**config.mk**
```make
export PLATFORM = sky130hd
export DESIGN_NAME = alu_seq
export DESIGN_NICKNAME = d
export VERILOG_FILES = /design/src/rtl/alu_pkg.sv /design/src/rtl/alu_mul_iter.sv /design/src/rtl/alu_seq.sv
export SDC_FILE = /design/constraint.sdc
export NUM_CORES = 1
export LEC_CHECK = 0
export BUFFER_PORTS_ARGS = -buffer_cell sky130_fd_sc_hd__buf_2
export CAP_MARGIN = 10
export CORE_MARGIN = 2
export CORE_UTILIZATION = 35
export DETAILED_ROUTE_END_ITERATION = 10
export GPL_ROUTABILITY_DRIVEN = 0
export MAX_ROUTING_LAYER = met4
export PLACE_DENSITY_LB_ADDON = 0.2
export SYNTH_ARGS = -nofsm -noshare
export SYNTH_HDL_FRONTEND = slang
export SYNTH_SLANG_ARGS = --single-unit
```
**constraint.sdc**
```tcl
create_clock -name clk -period 4 [get_ports clk]
set_input_delay 0 -clock clk [delete_from_list [all_inputs] [get_ports clk]]
set_output_delay 0 -clock clk [all_outputs]
set_load 0.05 [all_outputs]
```
**src/rtl/alu_pkg.sv**
```systemverilog
`default_nettype none
// ============================================================================
// Module      : alu_pkg
// Description : Shared definitions for the sequenced ALU: default datapath
//               width, opcode encodings and controller state encoding.
// Revision    : 1.0 - initial release
// ============================================================================
package alu_pkg;

  // Default operand/result width and matching shift-amount width
  localparam int ALU_WIDTH     = 16;
  localparam int ALU_SHW       = 4;

  // Opcode encodings
  localparam logic [2:0] OP_ADD = 3'b000;
  localparam logic [2:0] OP_SUB = 3'b001;
  localparam logic [2:0] OP_AND = 3'b010;
  localparam logic [2:0] OP_OR  = 3'b011;
  localparam logic [2:0] OP_XOR = 3'b100;
  localparam logic [2:0] OP_SHL = 3'b101;
  localparam logic [2:0] OP_SHR = 3'b110;
  localparam logic [2:0] OP_MUL = 3'b111;

  // Controller states: idle/single-cycle, or iterating a multiply
  typedef enum logic [0:0] {
    ST_IDLE = 1'b0,
    ST_MUL  = 1'b1
  } alu_state_e;

endpackage : alu_pkg
`default_nettype wire

```
**src/rtl/alu_mul_iter.sv**
```systemverilog
`default_nettype none
// ============================================================================
// Module      : alu_mul_iter
// Description : Iterative unsigned shift-add multiplier. One partial product
//               per step; product_o already includes the step in flight so the
//               controller can register the final result on the last step.
// Revision    : 1.0 - initial release
// ============================================================================
module alu_mul_iter
  import alu_pkg::*;
#(
  parameter int WIDTH = ALU_WIDTH
) (
  input  logic                 clk,
  input  logic                 rst,
  input  logic                 load_i,
  input  logic                 step_i,
  input  logic [WIDTH-1:0]     a_i,
  input  logic [WIDTH-1:0]     b_i,
  output logic                 last_o,
  output logic [2*WIDTH-1:0]   product_o
);

  localparam int CNT_W = $clog2(WIDTH);
  localparam logic [CNT_W-1:0] CNT_LAST = CNT_W'(WIDTH - 1);

  logic [2*WIDTH-1:0] mcand_q;
  logic [WIDTH-1:0]   mplier_q;
  logic [2*WIDTH-1:0] acc_q;
  logic [2*WIDTH-1:0] acc_d;
  logic [CNT_W-1:0]   cnt_q;

  // Accumulator value after adding this step's partial product
  always_comb begin
    acc_d = acc_q;
    if (mplier_q[0]) begin
      acc_d = acc_q + mcand_q;
    end
  end

  // Operand shadow registers, accumulator and iteration counter
  always_ff @(posedge clk or posedge rst) begin
    if (rst) begin
      mcand_q  <= '0;
      mplier_q <= '0;
      acc_q    <= '0;
      cnt_q    <= '0;
    end else if (load_i) begin
      mcand_q  <= {{WIDTH{1'b0}}, a_i};
      mplier_q <= b_i;
      acc_q    <= '0;
      cnt_q    <= '0;
    end else if (step_i) begin
      acc_q    <= acc_d;
      mcand_q  <= {mcand_q[2*WIDTH-2:0], 1'b0};
      mplier_q <= {1'b0, mplier_q[WIDTH-1:1]};
      cnt_q    <= cnt_q + 1'b1;
    end
  end

  assign last_o    = (cnt_q == CNT_LAST);
  assign product_o = acc_d;

endmodule : alu_mul_iter
`default_nettype wire

```
**src/rtl/alu_seq.sv**
```systemverilog
`default_nettype none
// ============================================================================
// Module      : alu_seq
// Description : Sequenced ALU. Single-cycle logic/arithmetic/shift ops, plus an
//               iterative WIDTH-cycle multiply with busy/start handshake.
//               res_o/flags hold between completions; res_valid_o is a
//               one-cycle load strobe for the downstream register.
// Revision    : 1.0 - initial release
// ============================================================================
module alu_seq
  import alu_pkg::*;
#(
  parameter int WIDTH = ALU_WIDTH,
  parameter int SHW   = ALU_SHW
) (
  input  logic             clk,
  input  logic             rst,
  input  logic             start_i,
  input  logic [2:0]       op_i,
  input  logic [WIDTH-1:0] a_i,
  input  logic [WIDTH-1:0] b_i,
  output logic             busy_o,
  output logic [WIDTH-1:0] res_o,
  output logic             res_valid_o,
  output logic             flag_z_o,
  output logic             flag_c_o,
  output logic             flag_v_o
);

  alu_state_e         state_q;
  logic               busy_q;
  logic [WIDTH-1:0]   res_q;
  logic               res_valid_q;
  logic               flag_z_q;
  logic               flag_c_q;
  logic               flag_v_q;

  logic [WIDTH-1:0]   alu_res_d;
  logic               alu_c_d;
  logic               alu_v_d;

  logic [WIDTH:0]     sum_ext;
  logic [WIDTH:0]     diff_ext;
  logic [2*WIDTH-1:0] shl_ext;
  logic [2*WIDTH-1:0] shr_ext;
  logic [SHW-1:0]     sh_amt;

  logic               mul_load;
  logic               mul_step;
  logic               mul_last;
  logic [2*WIDTH-1:0] mul_product;

  assign sh_amt   = b_i[SHW-1:0];
  assign sum_ext  = {1'b0, a_i} + {1'b0, b_i};
  assign diff_ext = {1'b0, a_i} - {1'b0, b_i};
  // The bit that leaves the word on a shift lands just outside the result
  // half of a double-width shift, so it becomes the carry with no special
  // case for a zero shift amount.
  assign shl_ext  = {{WIDTH{1'b0}}, a_i} << sh_amt;
  assign shr_ext  = {a_i, {WIDTH{1'b0}}} >> sh_amt;

  // Single-cycle result and carry/overflow for the non-multiply opcodes
  always_comb begin
    alu_res_d = '0;
    alu_c_d   = 1'b0;
    alu_v_d   = 1'b0;
    case (op_i)
      OP_ADD: begin
        alu_res_d = sum_ext[WIDTH-1:0];
        alu_c_d   = sum_ext[WIDTH];
        alu_v_d   = (a_i[WIDTH-1] == b_i[WIDTH-1]) &&
                    (sum_ext[WIDTH-1] != a_i[WIDTH-1]);
      end
      OP_SUB: begin
        alu_res_d = diff_ext[WIDTH-1:0];
        alu_c_d   = diff_ext[WIDTH];
        alu_v_d   = (a_i[WIDTH-1] != b_i[WIDTH-1]) &&
                    (diff_ext[WIDTH-1] != a_i[WIDTH-1]);
      end
      OP_AND: alu_res_d = a_i & b_i;
      OP_OR:  alu_res_d = a_i | b_i;
      OP_XOR: alu_res_d = a_i ^ b_i;
      OP_SHL: begin
        alu_res_d = shl_ext[WIDTH-1:0];
        alu_c_d   = shl_ext[WIDTH];
      end
      OP_SHR: begin
        alu_res_d = shr_ext[2*WIDTH-1:WIDTH];
        alu_c_d   = shr_ext[WIDTH-1];
      end
      default: begin
        alu_res_d = '0;
        alu_c_d   = 1'b0;
        alu_v_d   = 1'b0;
      end
    endcase
  end

  assign mul_load = (state_q == ST_IDLE) && start_i && (op_i == OP_MUL);
  assign mul_step = (state_q == ST_MUL);

  alu_mul_iter #(
    .WIDTH (WIDTH)
  ) u_mul (
    .clk       (clk),
    .rst       (rst),
    .load_i    (mul_load),
    .step_i    (mul_step),
    .a_i       (a_i),
    .b_i       (b_i),
    .last_o    (mul_last),
    .product_o (mul_product)
  );

  // Controller FSM with registered result, flags, busy and completion strobe
  always_ff @(posedge clk or posedge rst) begin
    if (rst) begin
      state_q     <= ST_IDLE;
      busy_q      <= 1'b0;
      res_q       <= '0;
      res_valid_q <= 1'b0;
      flag_z_q    <= 1'b0;
      flag_c_q    <= 1'b0;
      flag_v_q    <= 1'b0;
    end else begin
      res_valid_q <= 1'b0;
      case (state_q)
        ST_IDLE: begin
          if (start_i) begin
            if (op_i == OP_MUL) begin
              state_q <= ST_MUL;
              busy_q  <= 1'b1;
            end else begin
              res_q       <= alu_res_d;
              flag_z_q    <= (alu_res_d == '0);
              flag_c_q    <= alu_c_d;
              flag_v_q    <= alu_v_d;
              res_valid_q <= 1'b1;
            end
          end
        end
        ST_MUL: begin
          // start is ignored here; the last step also retires the result
          if (mul_last) begin
            res_q       <= mul_product[WIDTH-1:0];
            flag_z_q    <= (mul_product[WIDTH-1:0] == '0);
            flag_c_q    <= (mul_product[2*WIDTH-1:WIDTH] != '0);
            flag_v_q    <= 1'b0;
            res_valid_q <= 1'b1;
            busy_q      <= 1'b0;
            state_q     <= ST_IDLE;
          end
        end
        default: begin
          state_q <= ST_IDLE;
          busy_q  <= 1'b0;
        end
      endcase
    end
  end

  assign busy_o      = busy_q;
  assign res_o       = res_q;
  assign res_valid_o = res_valid_q;
  assign flag_z_o    = flag_z_q;
  assign flag_c_o    = flag_c_q;
  assign flag_v_o    = flag_v_q;

endmodule : alu_seq
`default_nettype wire

```
# Word-level counts from Yosys, hierarchy flattened
# Index checks and enable logic that the tools add are counted.
# Widths: inputs -> output; s select.
[op_classes]
add_sub_neg = 4
eq_ne = 16
n_shift = 2
muxes = 39
bitwise_logic = 4
n_reduce_logical = 11
[ops]
columns = ["op", "n"]
rows = [
  ["$mux 32", 5],
  ["$pmux 16 s7", 1],
  ["$mux 16", 5],
  ["$add 32x32->32", 1],
  ["$logic_not 16->1", 2],
  ["$pmux 16 s2", 1],
  ["$shr 32x4->32", 1],
  ["$add 16x16->17", 1],
  ["$mux 1", 17],
  ["$shl 16x4->17", 1],
  ["$sub 16x16->17", 1],
  ["$and 16x16->16", 1],
  ["$or 16x16->16", 1],
  ["$reduce_bool 16->1", 1],
  ["$xor 16x16->16", 1],
  ["$pmux 1 s2", 7],
  ["$eq 3x3->1 const B", 4],
  ["$mux 4", 2],
  ["$eq 3x2->1 const B", 2],
  ["$reduce_and 3->1", 2],
  ["$add 4x1->4 const B", 1],
  ["$eq 4x4->1 const B", 1],
  ["$logic_and 1x1->1", 4],
  ["$ne 2x1->1 const B", 2],
  ["8 further kinds", 11],
]
[totals]
regBits = 106
elab_cells = 87

# Longest topological paths before layout
[depth]
depth_word = 7
ltp_mapped = 15
mapped_depth_nobuf = 14

# By module
# A second synthesis with hierarchy kept.
[unflattened]
cells_unflattened = 1316
hier_area_um2 = 10882.9
[modules_own_cells]
columns = ["mod", "instances", "cells_each", "area_each_um2"]
rows = [
  ["alu_mul_iter", 1, 631, 5749.3],
  ["alu_seq", 1, 685, 5133.7],
]

# Worst setup path before layout
# OpenSTA, ideal clock, no wires.
[synth_path]
kind = "register to register"
from = "register u_mul.acc_q[0]"
to = "register flag_c_q, in the netlist flag_c_o"
setup_ps = 131
arrival_time_ps = 3317
required_time_ps = 3869
setup_slack_ps = 551
path_stages_with_launch = 12
synth_period_minus_slack_ps = 3449
path_cell_list = "dfrtp_1 -> ha_1 -> fa_1 -> a21o_1 -> a221oi_1 -> o21ba_2 -> o21ai_1 -> nor4b_1 -> o32a_1 -> or4b_1 -> nor4_1 -> a21oi_1"
[synth_between]
elab_chain_len = 5
[synth_lines]
columns = ["item", "line_no", "rtl"]
rows = [
  ["start: declaration", "alu_mul_iter.sv:29", "logic [2*WIDTH-1:0] acc_q;"],
  ["start signal: assignment", "alu_mul_iter.sv:46", "acc_q <= '0;"],
  ["start signal: assignment", "alu_mul_iter.sv:51", "acc_q <= '0;"],
  ["start signal: assignment", "alu_mul_iter.sv:54", "acc_q <= acc_d;"],
  ["$add 32x32->32", "alu_mul_iter.sv:37", "acc_d = acc_q + mcand_q;"],
  ["$mux 32", "alu_mul_iter.sv:36", "if (mplier_q[0]) begin"],
  ["$reduce_bool 16->1", "alu_seq.sv:147", "flag_c_q <= (mul_product[2*WIDTH-1:WIDTH] != '0);"],
  ["$mux 1", "alu_seq.sv:144", "if (mul_last) begin"],
  ["$pmux 1 s2", "alu_seq.sv:127", "case (state_q)"],
  ["end signal: assignment", "alu_seq.sv:136", "flag_c_q <= alu_c_d;"],
  ["end signal: assignment", "alu_seq.sv:147", ""],
  ["end: declaration", "alu_seq.sv:35", "logic flag_c_q;"],
]
# Every way passes these cells. The select of a mux whose other input is x is not followed.
# A chain may end at the register's enable or synchronous reset.

# Final worst setup path
[layout_path]
from = "input port b_i[4]"
to = "register flag_z_q, in the netlist flag_z_o"
[layout_between]
elab_chain_len = 6
[layout_lines]
columns = ["item", "line_no", "rtl"]
rows = [
  ["start: declaration", "alu_seq.sv:21", "input logic [WIDTH-1:0] b_i,"],
  ["$sub 16x16->17 (tied with other cells)", "alu_seq.sv:55", "assign diff_ext = {1'b0, a_i} - {1'b0, b_i};"],
  ["$pmux 16 s7 *", "alu_seq.sv:67", "case (op_i)"],
  ["$logic_not 16->1 *", "alu_seq.sv:135", "flag_z_q <= (alu_res_d == '0);"],
  ["$mux 1 *", "alu_seq.sv:130", "if (op_i == OP_MUL) begin"],
  ["$mux 1 *", "alu_seq.sv:129", "if (start_i) begin"],
  ["$pmux 1 s2 *", "alu_seq.sv:127", ""],
  ["end signal: assignment", "alu_seq.sv:135", ""],
  ["end signal: assignment", "alu_seq.sv:146", "flag_z_q <= (mul_product[WIDTH-1:0] == '0);"],
  ["end: declaration", "alu_seq.sv:34", "logic flag_z_q;"],
]
# Every way passes the cells marked *; elsewhere a longest branch is shown, timed or not. The select of a mux whose other input is x is not followed.

==> metrics.md <==
| Metric | Value |
|---|---|
| Root buf cell | `clkbuf_16` |
| Total Routing Usage GR | `a little under a quarter` |
| EDFF count, synth | `0` |
| First-pass GRT wire length | `between 50 and 60 mm` |
| Cell taking the most area after synthesis | `dfrtp_1` |
| RSZ-0062 raised after global routing | `false` |
| Final setup vio count | `0` |
| Final hold slack | `a little under 0.03 ns` |
| Flops & latches, synth | `roughly 110` |
| Die X-Extent | `between 150 and 200 um` |
| Detail Route Antenna Nets | `0` |
| Final instance area | `between 10,000 and 15,000 um^2` |
| Initial Utilization | `approximately 35%` |
| CP Capture Type | `register` |
| Most frequent cells in the layout | `nand2_1, dfrtp_1, a21oi_1` |
| WL final | `about 34 mm` |
| Skew-Pair Late Insertion Delay | `around 0.37 ns` |
| Met1 WL | `15.7 mm` |
| Number of distinct library cells after synthesis | `96` |
| DP Worst Slack | `roughly 0.3 ns` |
| Number of diodes | `0` |
| Main synth FF type | `dfrtp_1` |
| Wire length on met3 | `between 1.5 and 2 mm` |
| Crit path capture | `flag_z_o$_DFFE_PP0P_` |
| DR WL/cell | `roughly 20 um` |
| 1st-iter DRT viols | `just under 1,000` |
| Layout cells sized above 1 | `around an eighth` |
| Max_slew headroom | `39.2%` |
| Post-synthesis sequential area ratio | `25.3%` |
| Number of antenna violations at the first check in global routing | `0` |
| Worst R2R Start | `u_mul.mcand_q[0]$_DFFE_PP0P_` |
| Vias in the first global route | `a little under 10,000` |
| Total CTS buffers | `9` |
| Share of the synthesized area in the top cell type | `25.3%` |
| Die Span Y | `roughly 180 um` |
| Crit path time final | `~3.8 ns` |
| Buffers on Ports | `58` |
| Placed Instances | `1,713` |
| Setup TNS | `0 ns` |
| Hold depth | `3` |
| Critical Path AT | `between 4 and 5 ns` |
| Highest routed layer | `met4` |
| HPWL after detailed placement | `26.3 mm` |
| Worst EP required | `~4.3 ns` |
| Commonest non-fill, non-tap cell in the layout | `nand2_1` |
| Critical path type | `input pin to register` |
| Ys Warns | `0` |
| CTS sink cnt | `roughly 110` |
| Post-layout worst setup margin | `between 0.2 and 0.25 ns` |
| Max Cap Viol | `0` |
| CORE AREA | `29,600 um^2` |
| Non-Filler Instances | `between 1,500 and 2,000` |
| Final period util | `between 90% and 100%` |
| GRT overflow | `0` |
| Main area contributors after synthesis | `dfrtp_1, ha_1, nand2_1, a21oi_1, o21ai_0` |
| Worst slew pin tran | `between 0.9 and 1 ns` |
| Syn_area_per_cell | `slightly below 8 um^2` |
| Slew Limit Fails | `0` |
| Crit path from | `b_i[4]` |
| Peak supply drop | `between 0.0002 and 0.00025 V` |
| WL met2 | `15.8 mm` |
| H-Tree Depth | `3` |
| Fraction of registers with async set/reset | `100%` |
| Site row count | `63` |
| Fin Clk Skew | `0.0205 ns` |
| PD cells | `between 500 and 600 nW/um^2` |
| Routed vias/inst | `5.78` |
| Postcts setup bufs | `0` |
| I/O pins | `just under 60` |
| Clock slew at reported path FFs | `approximately 0.090 ns` |
| Die area | `between 30,000 and 40,000 um^2` |
| Cells after Synth | `around 1,300` |
| DR vias | `a little over 10,000` |
| Max Freq | `~260 MHz` |
| CTS Buffer Depth | `2` |
| NumNets Final | `1,475` |
| Reg2reg path depth | `12` |
| RR Endpoint | `flag_c_o$_DFFE_PP0P_` |
| P&R area growth vs syn | `9.84%` |
| Status | `completed` |
| DRC | `0` |
| Final hold violations | `0` |
| Placed Area | `approximately 11,000 um^2` |
| Filler instances | `roughly 3,100` |
| Leakage power | `between 5 and 6 nW` |
| Type of the tightest min-delay check | `input pin to register` |
| Largest net degree at the start of global routing | `69` |
| Worst-path fanout max | `13` |
| First-pass DRT Iterations | `8` |
| Post-Synthesis Cell Area | `between 10,000 and 15,000 um^2` |
| R2R setup slack | `roughly 0.32 ns` |
| Startpoint types | `input pin` |
| Syn nets | `roughly 1,500` |
| CTS tree | `built` |
[state kept, by name, summed over array words and instances (netlist names)]
register and cells:
u_mul.acc_q 32, u_mul.mcand_q 32, res_o 16, u_mul.mplier_q 16
u_mul.cnt_q 4, busy_o 1, flag_c_o 1, flag_v_o 1
flag_z_o 1, mul_step 1, res_valid_o 1
[cells in the mapped netlist (8+ instances only)]
library cell	number
nor3_1	36
xnor2_1	19
a21o_1	16
o211ai_1	11
nand2b_1	10
nand2_1	214
nor2_1	100
xor2_1	12
o21a_1	12
mux2_2	12
clkbuf_1	65
or3_1	9
dfrtp_1	106
nand3_1	19
ha_1	84
inv_1	54
buf_1	8
a211oi_1	30
nor2b_1	10
a22oi_1	33
a211o_1	8
o21bai_1	8
nand4_1	20
a21oi_1	100
nor4_1	8
and3_1	8
o221ai_1	8
o22ai_1	13
a31oi_1	10
o21ai_0	95
mux2i_1	44
[report_power, final]
part           internal (mW)  switching [mW]  total, mW
clock                  0.435           0.462      0.897
sequential              1.48           0.383       1.86
combinational           1.27            2.32       3.59
[cells by family (layout without fill, tap and decap cells)]
logic type	Yosys count	in the layout	synth area share, %
flops	106	106	25.3
buf+inv	151	176	6.54
simple gates	463	463	20.0
fa+ha+maj	87	87	10.6
compound gates	424	424	27.0
xor+xnor	31	31	2.59
mux	68	68	7.96
[metal layers]
metal,track usage [%],vias to the layer above
li1,-,4901
met1,30.8,4840
met2,36.2,279
met4,7.75,0
met5,-,-
met3,3.26,60
[how the worst min path moves through the flow]
stage | slack, ns | endpoint | from
global route | 0.04 | u_mul.mcand_q[8]$_DFFE_PP0P_ | a_i[8]
global placement | 0.13 | res_o[8]$_DFFE_PP0P_ | rst
detailed placement | 0.13 | res_o[8]$_DFFE_PP0P_ | rst
floorplan | 0.12 | u_mul.mcand_q[0]$_DFFE_PP0P_ | a_i[0]
finish | 0.03 | u_mul.mcand_q[2]$_DFFE_PP0P_ | a_i[2]
CTS | 0.01 | u_mul.mcand_q[8]$_DFFE_PP0P_ | a_i[8]
[layout make-up]
type                    count  area, um^2  share of cell area [%]
clock buffers               9         225                    1.95
multi-input cells        1073        7170                    62.2
inverters                  57         224                    1.94
repair buffers            103         693                    6.02
flip-flops and latches    106        2660                    23.1
clock inverters             7        63.8                   0.554
well taps                 390         488                    4.24
[worst max-delay path: stages]
cell,delay (ns)
dlygate4sd3_1,0.52
buf_2,0.19
inv_1,0.09
ha_2,0.48
nor2b_1,0.12
o21ai_1,0.13
o21ai_0,0.12
o41ai_2,0.52
o31ai_2,0.17
a21o_1,0.20
a211o_2,0.33
or4_2,0.65
or4_1,0.45
o211ai_2,0.09
[stage by stage]
stage,power [mW],utilization (%)
after floorplan,4.44,-
after global placement,5.43,37.4
after detailed placement,5.45,37.4
after CTS,6.38,39.0
after global routing,6.91,39.0
final,6.35,39.0
[repair_timing]
action,CTS,global route
gates resized for setup,0,2
setup endpoints to repair,0,1
hold endpoints to repair,60,0
hold buffers,16,0
(Power assumes the default switching activity.)
